`src/rtl/pc_pkg.sv`:
```
// Shared defaults and command-priority encoding for the program-counter block.
package pc_pkg;

    localparam int unsigned DEF_ADDR_W    = 8;
    localparam int unsigned DEF_STK_DEPTH = 4;
    localparam int unsigned DEF_RESET_VEC = 0;

    // One resolved command per cycle; enumerators listed lowest to highest priority.
    typedef enum logic [2:0] {
        CmdNone,
        CmdIpc,
        CmdJrel,
        CmdRet,
        CmdCall,
        CmdLpc
    } cmd_e;

    // Resolve simultaneous requests: LPC > CALL > RET > JREL > IPC.
    function automatic cmd_e pick_cmd(input logic lpc, input logic call, input logic ret,
                                      input logic jrel, input logic ipc);
        cmd_e c;
        if (lpc)       c = CmdLpc;
        else if (call) c = CmdCall;
        else if (ret)  c = CmdRet;
        else if (jrel) c = CmdJrel;
        else if (ipc)  c = CmdIpc;
        else           c = CmdNone;
        return c;
    endfunction

endpackage

```
`src/rtl/ret_stack.sv`:
```
// Register-based LIFO return-address stack. Only the count is reset; entries are
// don't-care until written. Callers must not push when full or pop when empty.
module ret_stack
    import pc_pkg::*;
#(
    parameter int unsigned ADDR_W    = DEF_ADDR_W,
    parameter int unsigned STK_DEPTH = DEF_STK_DEPTH,
    localparam int unsigned CNT_W    = $clog2(STK_DEPTH + 1)
) (
    input  logic              clk,
    input  logic              rst,
    input  logic              push,
    input  logic              pop,
    input  logic [ADDR_W-1:0] data_in,
    output logic [ADDR_W-1:0] top,
    output logic              full,
    output logic              empty,
    output logic [CNT_W-1:0]  count
);

    localparam int unsigned IDX_W = $clog2(STK_DEPTH);
    localparam logic [CNT_W-1:0] FULL_CNT = CNT_W'(STK_DEPTH);

    logic [ADDR_W-1:0] mem_q [STK_DEPTH];
    logic [CNT_W-1:0]  count_q;
    logic [CNT_W-1:0]  top_cnt;
    logic [IDX_W-1:0]  wr_idx;
    logic [IDX_W-1:0]  top_idx;

    // Index decode: write at count, read at count-1 (wraps harmlessly when empty).
    always_comb begin
        top_cnt = count_q - 1'b1;
        wr_idx  = count_q[IDX_W-1:0];
        top_idx = top_cnt[IDX_W-1:0];
    end

    // Occupancy counter; push and pop are never asserted together by the parent.
    always_ff @(posedge clk or posedge rst) begin
        if (rst) begin
            count_q <= '0;
        end else if (push && !full) begin
            count_q <= count_q + 1'b1;
        end else if (pop && !empty) begin
            count_q <= count_q - 1'b1;
        end
    end

    // Entry storage, unreset.
    always_ff @(posedge clk) begin
        if (push && !full) begin
            mem_q[wr_idx] <= data_in;
        end
    end

    // Status and top-of-stack outputs.
    always_comb begin
        full  = (count_q == FULL_CNT);
        empty = (count_q == '0);
        top   = mem_q[top_idx];
        count = count_q;
    end

endmodule

```
`src/rtl/pc_stack.sv`:
```
// Program counter with increment, absolute load, relative jump, and call/return
// through a hardware return stack. Stack misuse sets a sticky error flag.
module pc_stack
    import pc_pkg::*;
#(
    parameter int unsigned       ADDR_W    = DEF_ADDR_W,
    parameter int unsigned       STK_DEPTH = DEF_STK_DEPTH,
    parameter logic [ADDR_W-1:0] RESET_VEC = ADDR_W'(DEF_RESET_VEC)
) (
    input  logic              clk,
    input  logic              CLRn,
    input  logic              IPC,
    input  logic              LPC,
    input  logic              JREL,
    input  logic              CALL,
    input  logic              RET,
    input  logic [ADDR_W-1:0] D,
    input  logic [ADDR_W-1:0] OFS,
    output logic [ADDR_W-1:0] PC_addr,
    output logic              stk_full,
    output logic              stk_empty,
    output logic              stk_err
);

    localparam int unsigned CNT_W = $clog2(STK_DEPTH + 1);
    localparam logic [CNT_W-1:0] FULL_CNT = CNT_W'(STK_DEPTH);

    cmd_e              cmd;
    logic [ADDR_W-1:0] pc_q;
    logic [ADDR_W-1:0] pc_d;
    logic              err_q;
    logic              err_d;
    logic              push;
    logic              pop;
    logic [ADDR_W-1:0] ret_addr;
    logic [ADDR_W-1:0] pc_inc;
    logic              full;
    logic              empty;
    logic [CNT_W-1:0]  count;

    ret_stack #(
        .ADDR_W    (ADDR_W),
        .STK_DEPTH (STK_DEPTH)
    ) u_ret_stack (
        .clk     (clk),
        .rst     (CLRn),
        .push    (push),
        .pop     (pop),
        .data_in (pc_inc),
        .top     (ret_addr),
        .full    (full),
        .empty   (empty),
        .count   (count)
    );

    // Resolve the winning command and compute next PC, stack strobes and error.
    always_comb begin
        cmd    = pick_cmd(LPC, CALL, RET, JREL, IPC);
        pc_inc = pc_q + 1'b1;
        pc_d   = pc_q;
        push   = 1'b0;
        pop    = 1'b0;
        err_d  = err_q;
        case (cmd)
            CmdLpc:  pc_d = D;
            CmdCall: begin
                if (full) begin
                    err_d = 1'b1;
                end else begin
                    push = 1'b1;
                    pc_d = D;
                end
            end
            CmdRet: begin
                if (empty) begin
                    err_d = 1'b1;
                end else begin
                    pop  = 1'b1;
                    pc_d = ret_addr;
                end
            end
            CmdJrel: pc_d = pc_q + OFS;
            CmdIpc:  pc_d = pc_inc;
            default: pc_d = pc_q;
        endcase
    end

    // PC and sticky error registers.
    always_ff @(posedge clk or posedge CLRn) begin
        if (CLRn) begin
            pc_q  <= RESET_VEC;
            err_q <= 1'b0;
        end else begin
            pc_q  <= pc_d;
            err_q <= err_d;
        end
    end

    // Outputs; stack flags decode straight from the occupancy count.
    always_comb begin
        PC_addr   = pc_q;
        stk_err   = err_q;
        stk_full  = (count == FULL_CNT);
        stk_empty = (count == '0);
    end

endmodule

```
`config.mk`:
```
export PLATFORM = sky130hd
export DESIGN_NAME = pc_stack
export DESIGN_NICKNAME = d
export VERILOG_FILES = /design/src/rtl/pc_pkg.sv /design/src/rtl/ret_stack.sv /design/src/rtl/pc_stack.sv
export SDC_FILE = /design/constraint.sdc
export NUM_CORES = 1
export LEC_CHECK = 0
export BUFFER_PORTS_ARGS = -buffer_cell sky130_fd_sc_hd__buf_2
export CAP_MARGIN = 10
export CORE_ASPECT_RATIO = 0.6
export CORE_UTILIZATION = 50
export CTS_CLUSTER_DIAMETER = 200
export DETAILED_ROUTE_END_ITERATION = 10
export GPL_ROUTABILITY_DRIVEN = 0
export GPL_TIMING_DRIVEN = 0
export HOLD_SLACK_MARGIN = 0.1
export PLACE_DENSITY = 0.74
export SLEW_MARGIN = 0
export SYNTH_ARGS = -nofsm -noshare
export SYNTH_HDL_FRONTEND = slang
export SYNTH_SLANG_ARGS = --single-unit
export TNS_END_PERCENT = 20
```
`constraint.sdc`:
```
create_clock -name clk -period 3.1 [get_ports clk]
set_clock_uncertainty 0.2 [all_clocks]
set_input_delay 0.62 -clock clk [delete_from_list [all_inputs] [get_ports clk]]
set_output_delay 0.62 -clock clk [all_outputs]
set_load 0.01 [all_outputs]
```
Yosys cells after proc, flatten, opt, wreduce, memory -nomap -nowiden
Memories as Yosys holds them, arrays and structs flattened.
Cells that the tools add are included.
- register bits: 12
- RAM bits: 32
- output and inout port bits: 11
- memories: 1
- memory list (memory ; depth ; width ; read ports ; clocked after Yosys merged registers in ; wr ports ; RTL line ; RTL):
    u_ret_stack.mem_q ; 4 ; 8 ; 1 ; 0 ; 1 ; ret_stack.sv:24 ; logic [ADDR_W-1:0] mem_q [STK_DEPTH];
- add/subtract/negate cells: 4
- equality and inequality tests: 10
- muxes and demuxes: 19
- reductions and logical operators: 10
- operators with widths (kind ; count):
    $pmux W8 S5 ; 1
    $mux W8 ; 2
    $mux W3 ; 4
    $eq A3 B3 Y1 const B ; 3
    $mux W1 ; 9
    $add A8 B1 Y8 const B ; 1
    $add A8 B8 Y8 ; 1
    $eq A3 B2 Y1 const B ; 2
    $reduce_and A3 Y1 ; 2
    $reduce_bool A5 Y1 ; 1
    $mux W2 ; 2
    $ne A2 B1 Y1 const B ; 2
    $ne A2 B2 Y1 const B ; 2
    $reduce_bool A2 Y1 ; 2
    $add A3 B1 Y3 const B ; 1
    $eq A3 B1 Y1 const B ; 1
    $logic_not A3 Y1 ; 1
    $sub A3 B1 Y3 const B ; 1
    $logic_and A1 B1 Y1 ; 2
    $logic_not A1 Y1 ; 2
    $pmux W1 S2 ; 1

Depth between registers and ports, before layout
Gate-level depths: netlist of run 1.
- depth after elaboration: 10
- depth in mapped cells: 10

Cells and area by module
From an unflattened synthesis of run 1, not the netlist that was laid out.
- cell total of the unflattened synthesis: 208
- area, all modules: 2565.0 um^2
- by module, submodules not included (module ; instances ; cells an instance ; area an instance (um^2) ; seq. area each (um^2)):
    ret_stack ; 1 ; 74 ; 1453.9 ; 1036.0
    pc_stack ; 1 ; 134 ; 1111.1 ; 225.2

Least setup slack after synthesis of run 1
OpenSTA, ideal clock, no wires.
- path kind: flip-flop to flip-flop
- from: register u_ret_stack.count_q[0] (netlist: u_ret_stack.count[0])
- to: register pc_q[7] (netlist: PC_addr[7])
- library setup time: 0.121 ns
- arrival time: 2.119 ns
- required time: 2.779 ns
- path slack: 0.660 ns
- stages on the path, launching flop included: 10
- path buffers: 2
- period minus slack after synthesis: 2.440 ns
- cell sequence: dfrtp_1 -> buf_6 -> inv_1 -> ha_1 -> clkbuf_1 -> mux4_2 -> o21ai_1 -> o211ai_1 -> o31a_1 -> o22a_1
- word-level cells in the longest chain between the ends: 4
- elaborated cells on any way between the ends: 9
- classes of those cells: add/sub (1); eq/ne (3); mux (2); reduce/logical (2); memory (1)
- RTL lines (element ; RTL line ; RTL):
    start: declaration ; ret_stack.sv:25 ; logic [CNT_W-1:0] count_q;
    start signal: assignment ; ret_stack.sv:42 ; count_q <= count_q + 1'b1;
    start signal: assignment ; ret_stack.sv:44 ; count_q <= count_q - 1'b1;
    $sub A3 B1 Y3 ; n/a ;
    $mem_v2 Z4 W8 ; n/a ;
    $mux W8 ; pc_stack.sv:75 ; if (empty) begin
    $pmux W8 S5 ; pc_stack.sv:64 ; case (cmd)
    end signal: assignment ; pc_stack.sv:94 ; pc_q <= pc_d;
    end: declaration ; pc_stack.sv:29 ; logic [ADDR_W-1:0] pc_q;
Parallel ways exist; a longest one is shown, timed or not. The select of a mux whose other input is x is not followed.
A chain may end at the register's enable or synchronous reset.

Worst setup path in the final report of run 1
Same ends and word-level chain as after synthesis.

==> flow_summary.json, run 1 <==
{
  "drv_cap": 0,
  "path_clk_slew_ps": 80,
  "overflow": 0,
  "core_area_um2": 4660,
  "dpl_cell_area_um2": 2700,
  "status": "finished, final reports clean",
  "yosys_warnings": 0,
  "cp.arrival_ps": 2810,
  "min_path_type": "input pin to async pin",
  "netlist_area_um2": 2460,
  "grt_usage_pct": 22.7,
  "fin_hold_ws_ps": 139,
  "cts-htree-levels": 2,
  "cts_tree": "built",
  "path_cells": "buf_6, inv_1, ha_1, clkbuf_1, mux4_2, o21ai_1, o211ai_1, o31a_1, o22a_1",
  "synth-edff-count": 32,
  "antenna_left": 0,
  "cts_made_buffers": 5,
  "start_util_pct": 52.8,
  "maxSlewViolCount": 0,
  "port_buffers": 32,
  "hold_violations": 0,
  "antenna_cells": 0,
  "finalSetupViolCount": 0,
  "start_kind": "flip-flop",
  "syn_nets": 235,
  "wire_per_inst_um": 17.7,
  "pin_count": 34,
  "yosysMostFrequentCell": "edfxtp_1",
  "synthFlopType": "edfxtp_1",
  "crit_path_max_fanout": 10,
  "grt_pass1_wl_um": 8770,
  "place_inst": 292,
  "synthTopCellsByArea": "edfxtp_1 39%, dfrtp_1 12%, mux4_1 7.5%",
  "irDropWorstVdd_uv": 531,
  "drtPass1Iterations": 4,
  "antenna_found_initial": 0,
  "pre_cts_ws_ps": 218,
  "die_y_um": 56.4,
  "dp_hpwl_um": 4070,
  "rsz0062_at_grt": "no",
  "finalCritPeriodShare_pct": 91.4,
  "die_w_um": 92.6,
  "avgSynthCellArea_um2": 12.5,
  "max_slew.worst_pin.slew_ps": 659,
  "cts_setup_buffers": 0,
  "postCtsResizedCells": 0,
  "min_period_ps": 2830,
  "num-nets-final": 274,
  "rows": 19,
  "endpoint_kind": "flip-flop",
  "fillers": 379,
  "synthCells": 197,
  "cts_root_buffer": "clkbuf_8",
  "fmax_ghz": 0.353,
  "final_cells": 300,
  "cts.sinks": 44,
  "layout_setup_ws_ps": 267,
  "dieArea_um2": 5220,
  "synthTopCellsByCount": "32 x edfxtp_1, 15 x o21ai_0, 14 x ha_1",
  "fin_tns_setup_ps": 0,
  "p_total_mw": 2.09,
  "synth_seq_cells": 44,
  "power_density_nw_per_um2": 745,
  "drc": 0,
  "cts_buffer_depth": 2,
  "drtIter0Drc": 92,
  "cp.required_ps": 3080,
  "via_per_inst": 5.81,
  "ys_seq_area_share_pct": 51.2,
  "final_cell_area_um2": 2810,
  "cts_hold_buf": 0,
  "p_leak_nw": 1.14,
  "grt_pass1_vias": 1667,
  "post_synth_num_cell_types": 45,
  "yosys.area.top_type": "edfxtp_1",
  "synthArstFlopShare_pct": 27.3,
  "areaGrowthSynthToFinish_pct": 14.1,
  "max_stage_delay_ps": 460,
  "relSlewSlack_pct": 55.8,
  "finalWirelength_um": 5300,
  "clk_latency_ps": 290,
  "critPathKind": "flip-flop to flip-flop",
  "grt_max_degree": 14,
  "cp_slowest_cell": "clkbuf_1",
  "drive_gt1_share_pct": 18.1,
  "netlist.area_leader.share_pct": 39.0,
  "final_util_pct": 60.3,
  "vias": 1744
}
==> cell usage in the layout (no fill, tap or decap), types with 5 or more instances in the layout <==
| master | count |
|---|---|
| inv_1 | 13 |
| and2_1 | 7 |
| mux4_1 | 7 |
| a21oi_1 | 6 |
| xnor2_1 | 7 |
| nand2_1 | 9 |
| dfrtp_1 | 12 |
| clkbuf_8 | 5 |
| nand3_1 | 5 |
| nor2_1 | 8 |
| o21ai_0 | 15 |
| nor3_1 | 7 |
| buf_2 | 33 |
| edfxtp_1 | 32 |
| ha_1 | 14 |
==> power by group <==
part	total, mW	leakage, nW	internal, mW	switching (mW)
Sequential	0.858	0.429	0.777	0.0807
Clock	0.424	0.0552	0.239	0.184
Combinational	0.811	0.660	0.362	0.449
==> worst max-delay path, delay by kind of cell, from the launching register on <==
| kind | cells | cell delay, ps |
|---|---|---|
| flops | 1 | 390 |
| buf+inv | 3 | 740 |
| compound gates | 4 | 710 |
| fa+ha+maj | 1 | 270 |
| mux | 1 | 420 |
==> registers in the layout, indices dropped and copies added (netlist names) <==
name	count
u_ret_stack.mem_q	32
stk_err	1
PC_addr	8
u_ret_stack.count	3
==> path summary, 6_finish.rpt <==
check                                startpoint  slack, ps  cells past startpoint         end
min in group clk                        stk_err        280                      1     stk_err
hold / removal                             CLRn        140                      2  PC_addr[6]
max in group asynchronous                  CLRn       2220                      2  PC_addr[0]
setup / recovery           u_ret_stack.count[0]        270                      9  PC_addr[7]
setup reg to reg           u_ret_stack.count[0]        270                      9  PC_addr[7]
hold reg to reg                         stk_err        280                      1     stk_err
==> metal layers <==
metal  track usage [%]  share of wire [%]  up-vias
li1                  -                  -      834
met1              36.0                 52      846
met2              31.4                 41       60
met3              5.42                6.7        4
met4              4.91               0.57        0
met5                 0                  0        -
==> logic make-up (layout without fill, tap and decap cells) <==
group	after synthesis	in the layout	share of synthesized area (%)
buffers and inverters	17	57	2.95
and+or+nand+nor	50	50	10.8
muxes	11	11	9.60
adders and majority gates	15	15	7.93
AOI/OAI and AO/OA	49	49	13.6
xor gates and xnor gates	11	11	3.91
DFF	44	44	51.2
==> area by class of cell <==
type | instances | area [µm²] | area share [%]
Inverter | 13 | 48.8 | 1.74
Tap cell | 63 | 78.8 | 2.81
Timing Repair Buffer | 32 | 160 | 5.70
Multi-Input combinational cell | 136 | 1130 | 40.2
Sequential cell | 44 | 1260 | 44.9
Clock inverter | 2 | 35.0 | 1.25
Buffer | 4 | 23.8 | 0.846
Clock buffer | 6 | 72.6 | 2.58
Note: power is estimated with default switching activity, not from simulation.
==> run 2, diff against run 1 <==
==> constraint.sdc (replaced) <==
create_clock -name clk -period 2.65 [get_ports clk]
set_clock_uncertainty 0.2 [all_clocks]
set_input_delay 0.53 -clock clk [delete_from_list [all_inputs] [get_ports clk]]
set_output_delay 0.53 -clock clk [all_outputs]
set_load 0.01 [all_outputs]
==> run 2 against run 1 <==
- via count decreased by 0.34%
- final area is 1.8% higher
- utilization is 1.1 points higher
- die area stayed put
- largest power group unchanged
- non-clock buffer count unchanged
- count of clock-buffer cells in the layout unchanged
- first-iteration DRC count fell by 7.6%
==> flow_summary.json, run 2 (synthesis results as in run 1) <==
{
  "path_clk_slew_ps": 80,
  "final_util_pct": 61.4,
  "cts_made_buffers": 5,
  "dp_hpwl_um": 4070,
  "path_cells": "buf_8, inv_1, ha_4, ha_1, and2_1, o31a_1, a221o_1, nor3_2, nor3_1",
  "layout_common_cells": "33 x buf_2, 32 x edfxtp_1, 15 x o21ai_0",
  "relSlewSlack_pct": 62.8,
  "rows": 19,
  "min_period_ps": 2560,
  "status": "finished, final reports clean",
  "die_w_um": 92.6,
  "crit_family": "compound AO/OA/AOI/OAI gates",
  "drv_cap": 0,
  "r2r_start": "u_ret_stack.count[0]",
  "finalCritPeriodShare_pct": 96.4,
  "rr_endpoint": "PC_addr[3]",
  "p_leak_nw": 1.15,
  "min_path_type": "flip-flop to flip-flop",
  "hold_end": "stk_err",
  "fillers": 380,
  "wire_per_inst_um": 18.0,
  "cp_slowest_cell": "dfrtp_1",
  "critPathKind": "flip-flop to flip-flop",
  "place_inst": 292,
  "core_area_um2": 4660,
  "max_stage_delay_ps": 400,
  "combPwrFrac_pct": 40.2,
  "areaGrowthSynthToFinish_pct": 16.1,
  "cts_setup_buffers": 0,
  "grt_pass1_vias": 1667,
  "rr_worst_depth": 9,
  "start_kind": "flip-flop",
  "cts_buffer_depth": 2,
  "die_y_um": 56.4,
  "final_common_cell": "buf_2",
  "power_density_nw_per_um2": 879,
  "drive_gt1_share_pct": 21.5,
  "pwr-share-clk_pct": 19.7,
  "antenna_cells": 0,
  "p_seq_share_pct": 40.0,
  "cts_root_buffer": "clkbuf_8",
  "dieArea_um2": 5220,
  "port_buffers": 32,
  "regMostFlops": "u_ret_stack.mem_q",
  "drtPass1Iterations": 4,
  "cts_tree": "built",
  "num-nets-final": 274,
  "final_cells": 300,
  "crit_path_max_fanout": 10,
  "p_int_mw": 1.66,
  "swShare_pct": 34.0,
  "maxSlewViolCount": 0,
  "p_switching_mw": 0.854,
  "max_slew.worst_pin.slew_ps": 553,
  "grt_usage_pct": 22.7,
  "grt_pass1_wl_um": 8780,
  "via_per_inst": 5.79,
  "antenna_left": 0,
  "rsz0062_at_grt": "yes",
  "cts.sinks": 44,
  "grt_max_degree": 14,
  "cp.arrival_ps": 2540,
  "hold_violations": 0,
  "overflow": 0,
  "antenna_found_initial": 0,
  "irDropWorstVdd_uv": 680,
  "clk_latency_ps": 290,
  "start_util_pct": 52.8,
  "drc": 0,
  "finalSetupViolCount": 0,
  "rrSetupSlack_ps": 90,
  "hp-start": "stk_err",
  "largest_reg_flops": 32,
  "finalWirelength_um": 5400,
  "endpoint_kind": "flip-flop",
  "path_buf_inv": 2,
  "fmax_ghz": 0.391,
  "pin_count": 34,
  "worstHoldPathCells": 1,
  "drtIter0Drc": 85,
  "cp.required_ps": 2630,
  "vias": 1738,
  "cts-htree-levels": 2
}
-- run 2: worst max-delay path by stage --
stage	start	to	depth (start not counted)
floorplan	u_ret_stack.count[0]	PC_addr[7]	9
global route	u_ret_stack.count[0]	PC_addr[3]	10
global placement	u_ret_stack.count[0]	PC_addr[7]	9
CTS	u_ret_stack.count[0]	PC_addr[2]	8
detailed placement	u_ret_stack.count[0]	PC_addr[7]	9
finish	u_ret_stack.count[0]	PC_addr[3]	9
-- run 2: worst reg2reg max path, stage by stage (launching register included) --
cell,delay (ps)
dfrtp_1,400
buf_8,180
inv_1,100
ha_4,180
ha_1,210
and2_1,220
o31a_1,370
a221o_1,310
nor3_2,200
nor3_1,80
-- run 2: area by class of cell --
| class | instances | area, µm² | area share, % |
|---|---|---|---|
| buffer | 3 | 23.8 | 0.832 |
| clock buffer | 6 | 72.6 | 2.54 |
| clock inverter | 2 | 35.0 | 1.23 |
| inverter | 13 | 48.8 | 1.71 |
| multi-input combinational | 136 | 1170 | 40.8 |
| sequential | 44 | 1260 | 44.2 |
| tap | 63 | 78.8 | 2.76 |
| timing repair buffer | 33 | 170 | 5.95 |
-- run 2: metal layers --
metal / wire length (µm) / global-route usage, % / vias up
met5: 0 / 0 / -
met4: 30 / 4.91 / 0
met3: 355 / 5.42 / 4
met2: 2230 / 31.4 / 57
met1: 2790 / 36.0 / 843
li1: - / - / 834
-- run 2: repair_timing --
| item | CTS | global route |
|---|---|---|
| setup endpoints to repair | 30 | 30 |
| endpoints found under the hold margin | 12 | 0 |
| hold buffers | 1 | 0 |
| gates resized for setup | 4 | 7 |
-- run 2: power groups by stage --
| stage | registers (mW) | clock network, mW | logic [mW] |
|---|---|---|---|
| after global routing | 1.02 | 0.537 | 1.11 |
| after CTS | 1.00 | 0.507 | 0.971 |
| after global placement | 1.01 | 0 | 0.926 |
| final | 1.01 | 0.495 | 1.01 |
| after floorplan | 1.01 | 0 | 0.666 |
| after detailed placement | 1.02 | 0 | 0.952 |
-- run 2: through the flow --
stage | setup TNS [ps] | total power [mW] | worst slack, ps | instance area [µm²] | hold WS, ps
6_report | 0 | 2.51 | 94.4 | 2860 | 279
5_1_grt | -6.80 | 2.67 | -6.80 | 2860 | 324
4_1_cts | 0 | 2.48 | 26.0 | 2820 | 282
3_5_place_dp | -2270 | 1.97 | -232 | 2700 | 256
3_3_place_gp | -647 | 1.94 | -163 | 2700 | 259
2_1_floorplan | 0 | 1.68 | 210 | 2460 | 195
==> run 3, diff against run 2 <==
==> constraint.sdc (replaced) <==
create_clock -name clk -period 2.8 [get_ports clk]
set_clock_uncertainty 0.2 [all_clocks]
set_input_delay 0.56 -clock clk [delete_from_list [all_inputs] [get_ports clk]]
set_output_delay 0.56 -clock clk [all_outputs]
set_load 0.01 [all_outputs]
==> run 3 against run 2 <==
- non-clock buffer count is the same
- final cell count is the same
- via count grew 0.81%
- sequential power shrank 6%
- flip-flop and latch count unchanged
- clock power fell by 4.6%
- combinational power decreased by 10%
- setup slack improved by 54 ps
- count of clock-buffer cells in the layout unchanged
- critical path type unchanged
==> flow_summary.json, run 3 (synthesis results as in run 1) <==
{
  "status": "finished, final reports clean",
  "port_buffers": 32,
  "max_stage_delay_ps": 570,
  "place_inst": 292,
  "min_period_ps": 2650,
  "final_cells": 300,
  "antenna_cells": 0,
  "path_clk_slew_ps": 80,
  "cts_tree": "built",
  "fmax_ghz": 0.377,
  "cp.required_ps": 2780,
  "grt_pass1_wl_um": 8780,
  "irDropWorstVdd_uv": 604,
  "start_kind": "flip-flop",
  "crit_path_max_fanout": 10,
  "drv_cap": 0,
  "vias": 1752,
  "cts_buffer_depth": 2,
  "maxSlewViolCount": 0,
  "start_util_pct": 52.8,
  "rows": 19,
  "wl_met3_um": 430,
  "cp_slowest_cell": "ha_1",
  "cts_made_buffers": 5,
  "dp_hpwl_um": 4070,
  "pin_count": 34,
  "p_total_mw": 2.33,
  "max_slew.worst_pin.slew_ps": 550,
  "grt_pass1_vias": 1667,
  "regMostFlops": "u_ret_stack.mem_q",
  "drtIter0Drc": 94,
  "rsz0062_at_grt": "no",
  "num-nets-final": 274,
  "clk_latency_ps": 290,
  "overflow": 0,
  "fin_tns_setup_ps": 0,
  "path_cells": "buf_6, inv_1, ha_1, mux4_2, o21ai_1, o211ai_1, o31a_1, o22a_1",
  "layout_common_cells": "33 x buf_2, 32 x edfxtp_1, 15 x o21ai_0",
  "die_y_um": 56.4,
  "crit_family": "compound AO/OA/AOI/OAI gates",
  "antenna_left": 0,
  "drc": 0,
  "cp.arrival_ps": 2630,
  "finalWirelength_um": 5360,
  "grt_max_degree": 14,
  "die_w_um": 92.6,
  "cts.sinks": 44,
  "multi_input_area_um2": 1140,
  "via_per_inst": 5.84,
  "cts_root_buffer": "clkbuf_8",
  "path_buf_inv": 2,
  "areaGrowthSynthToFinish_pct": 15.0,
  "relSlewSlack_pct": 63.0,
  "critPathKind": "flip-flop to flip-flop",
  "layout_setup_ws_ps": 149,
  "drtPass1Iterations": 4,
  "antenna_found_initial": 0,
  "regArea_um2": 1260,
  "endpoint_kind": "flip-flop",
  "wl_met1_um": 2730,
  "rr_worst_depth": 8,
  "top_layer": "met4",
  "fillers": 379,
  "drive_gt1_share_pct": 19.4,
  "finalSetupViolCount": 0,
  "core_area_um2": 4660,
  "grt_usage_pct": 22.7,
  "cts-htree-levels": 2,
  "min_path_type": "flip-flop to flip-flop",
  "final_common_cell": "buf_2",
  "largest_reg_flops": 32,
  "power_density_nw_per_um2": 824,
  "p_leak_nw": 1.15,
  "pre_cts_ws_ps": -81.6,
  "hold_violations": 0,
  "finalCritPeriodShare_pct": 94.7,
  "wire_per_inst_um": 17.9,
  "worstHoldPathCells": 1,
  "met2_length_um": 2170,
  "cp_num_cells": 8,
  "dieArea_um2": 5220
}
run 3: cell counts in the layout (fill, tap and decap cells not counted):
No cell type changed its count.
run 3: routing by layer:
metal / global-route usage [%] / vias up
met2: 31.4 / 68
met3: 5.42 / 4
li1: - / 838
met5: 0 / -
met1: 36.0 / 842
met4: 4.91 / 0
run 3: timing repair:
action                                 in CTS  in global routing
endpoints found under the hold margin      12                  0
setup endpoints to repair                   2                 34
gates resized for setup                     0                  4
buffers inserted                            0                  0
hold buffers                                1                  0
run 3: cell type report:
cell class	instances	share of cell area, %
multi-input combinational	136	40.4
tap	63	2.78
timing repair buffer	33	6.01
inverter	13	1.72
clock buffer	6	2.56
sequential	44	44.5
buffer	3	0.707
clock inverter	2	1.24
run 3: report_power, final:
| group | internal, mW | switching (mW) | total, mW |
|---|---|---|---|
| Combinational | 0.408 | 0.502 | 0.909 |
| Clock | 0.265 | 0.207 | 0.472 |
| Sequential | 0.860 | 0.0900 | 0.951 |
run 3: worst reg2reg max path, cell delays in order, from the launching register on:
cell,delay [ps]
dfrtp_1,390
buf_6,190
inv_1,80
ha_1,570
mux4_2,400
o21ai_1,130
o211ai_1,130
o31a_1,250
o22a_1,190
run 3: worst paths after layout:
| check | from | endpoint | slack, ps |
|---|---|---|---|
| max in group asynchronous | CLRn | PC_addr[0] | 1420 |
| worst min-delay path | stk_err | stk_err | 280 |
| worst max-delay path | u_ret_stack.count[0] | PC_addr[7] | 150 |
| worst min register to register | stk_err | stk_err | 280 |
| min in group asynchronous | CLRn | PC_addr[6] | 630 |
| worst max register to register | u_ret_stack.count[0] | PC_addr[7] | 150 |
run 3: per-stage QoR:
stage / area (µm²) / hold slack (ps) / utilization, %
2_1_floorplan: 2460 / 225 / -
6_report: 2830 / 279 / 60.8
4_1_cts: 2820 / 282 / 60.4
3_5_place_dp: 2700 / 256 / 58.0
5_1_grt: 2830 / 324 / 60.8
3_3_place_gp: 2700 / 259 / 58.0
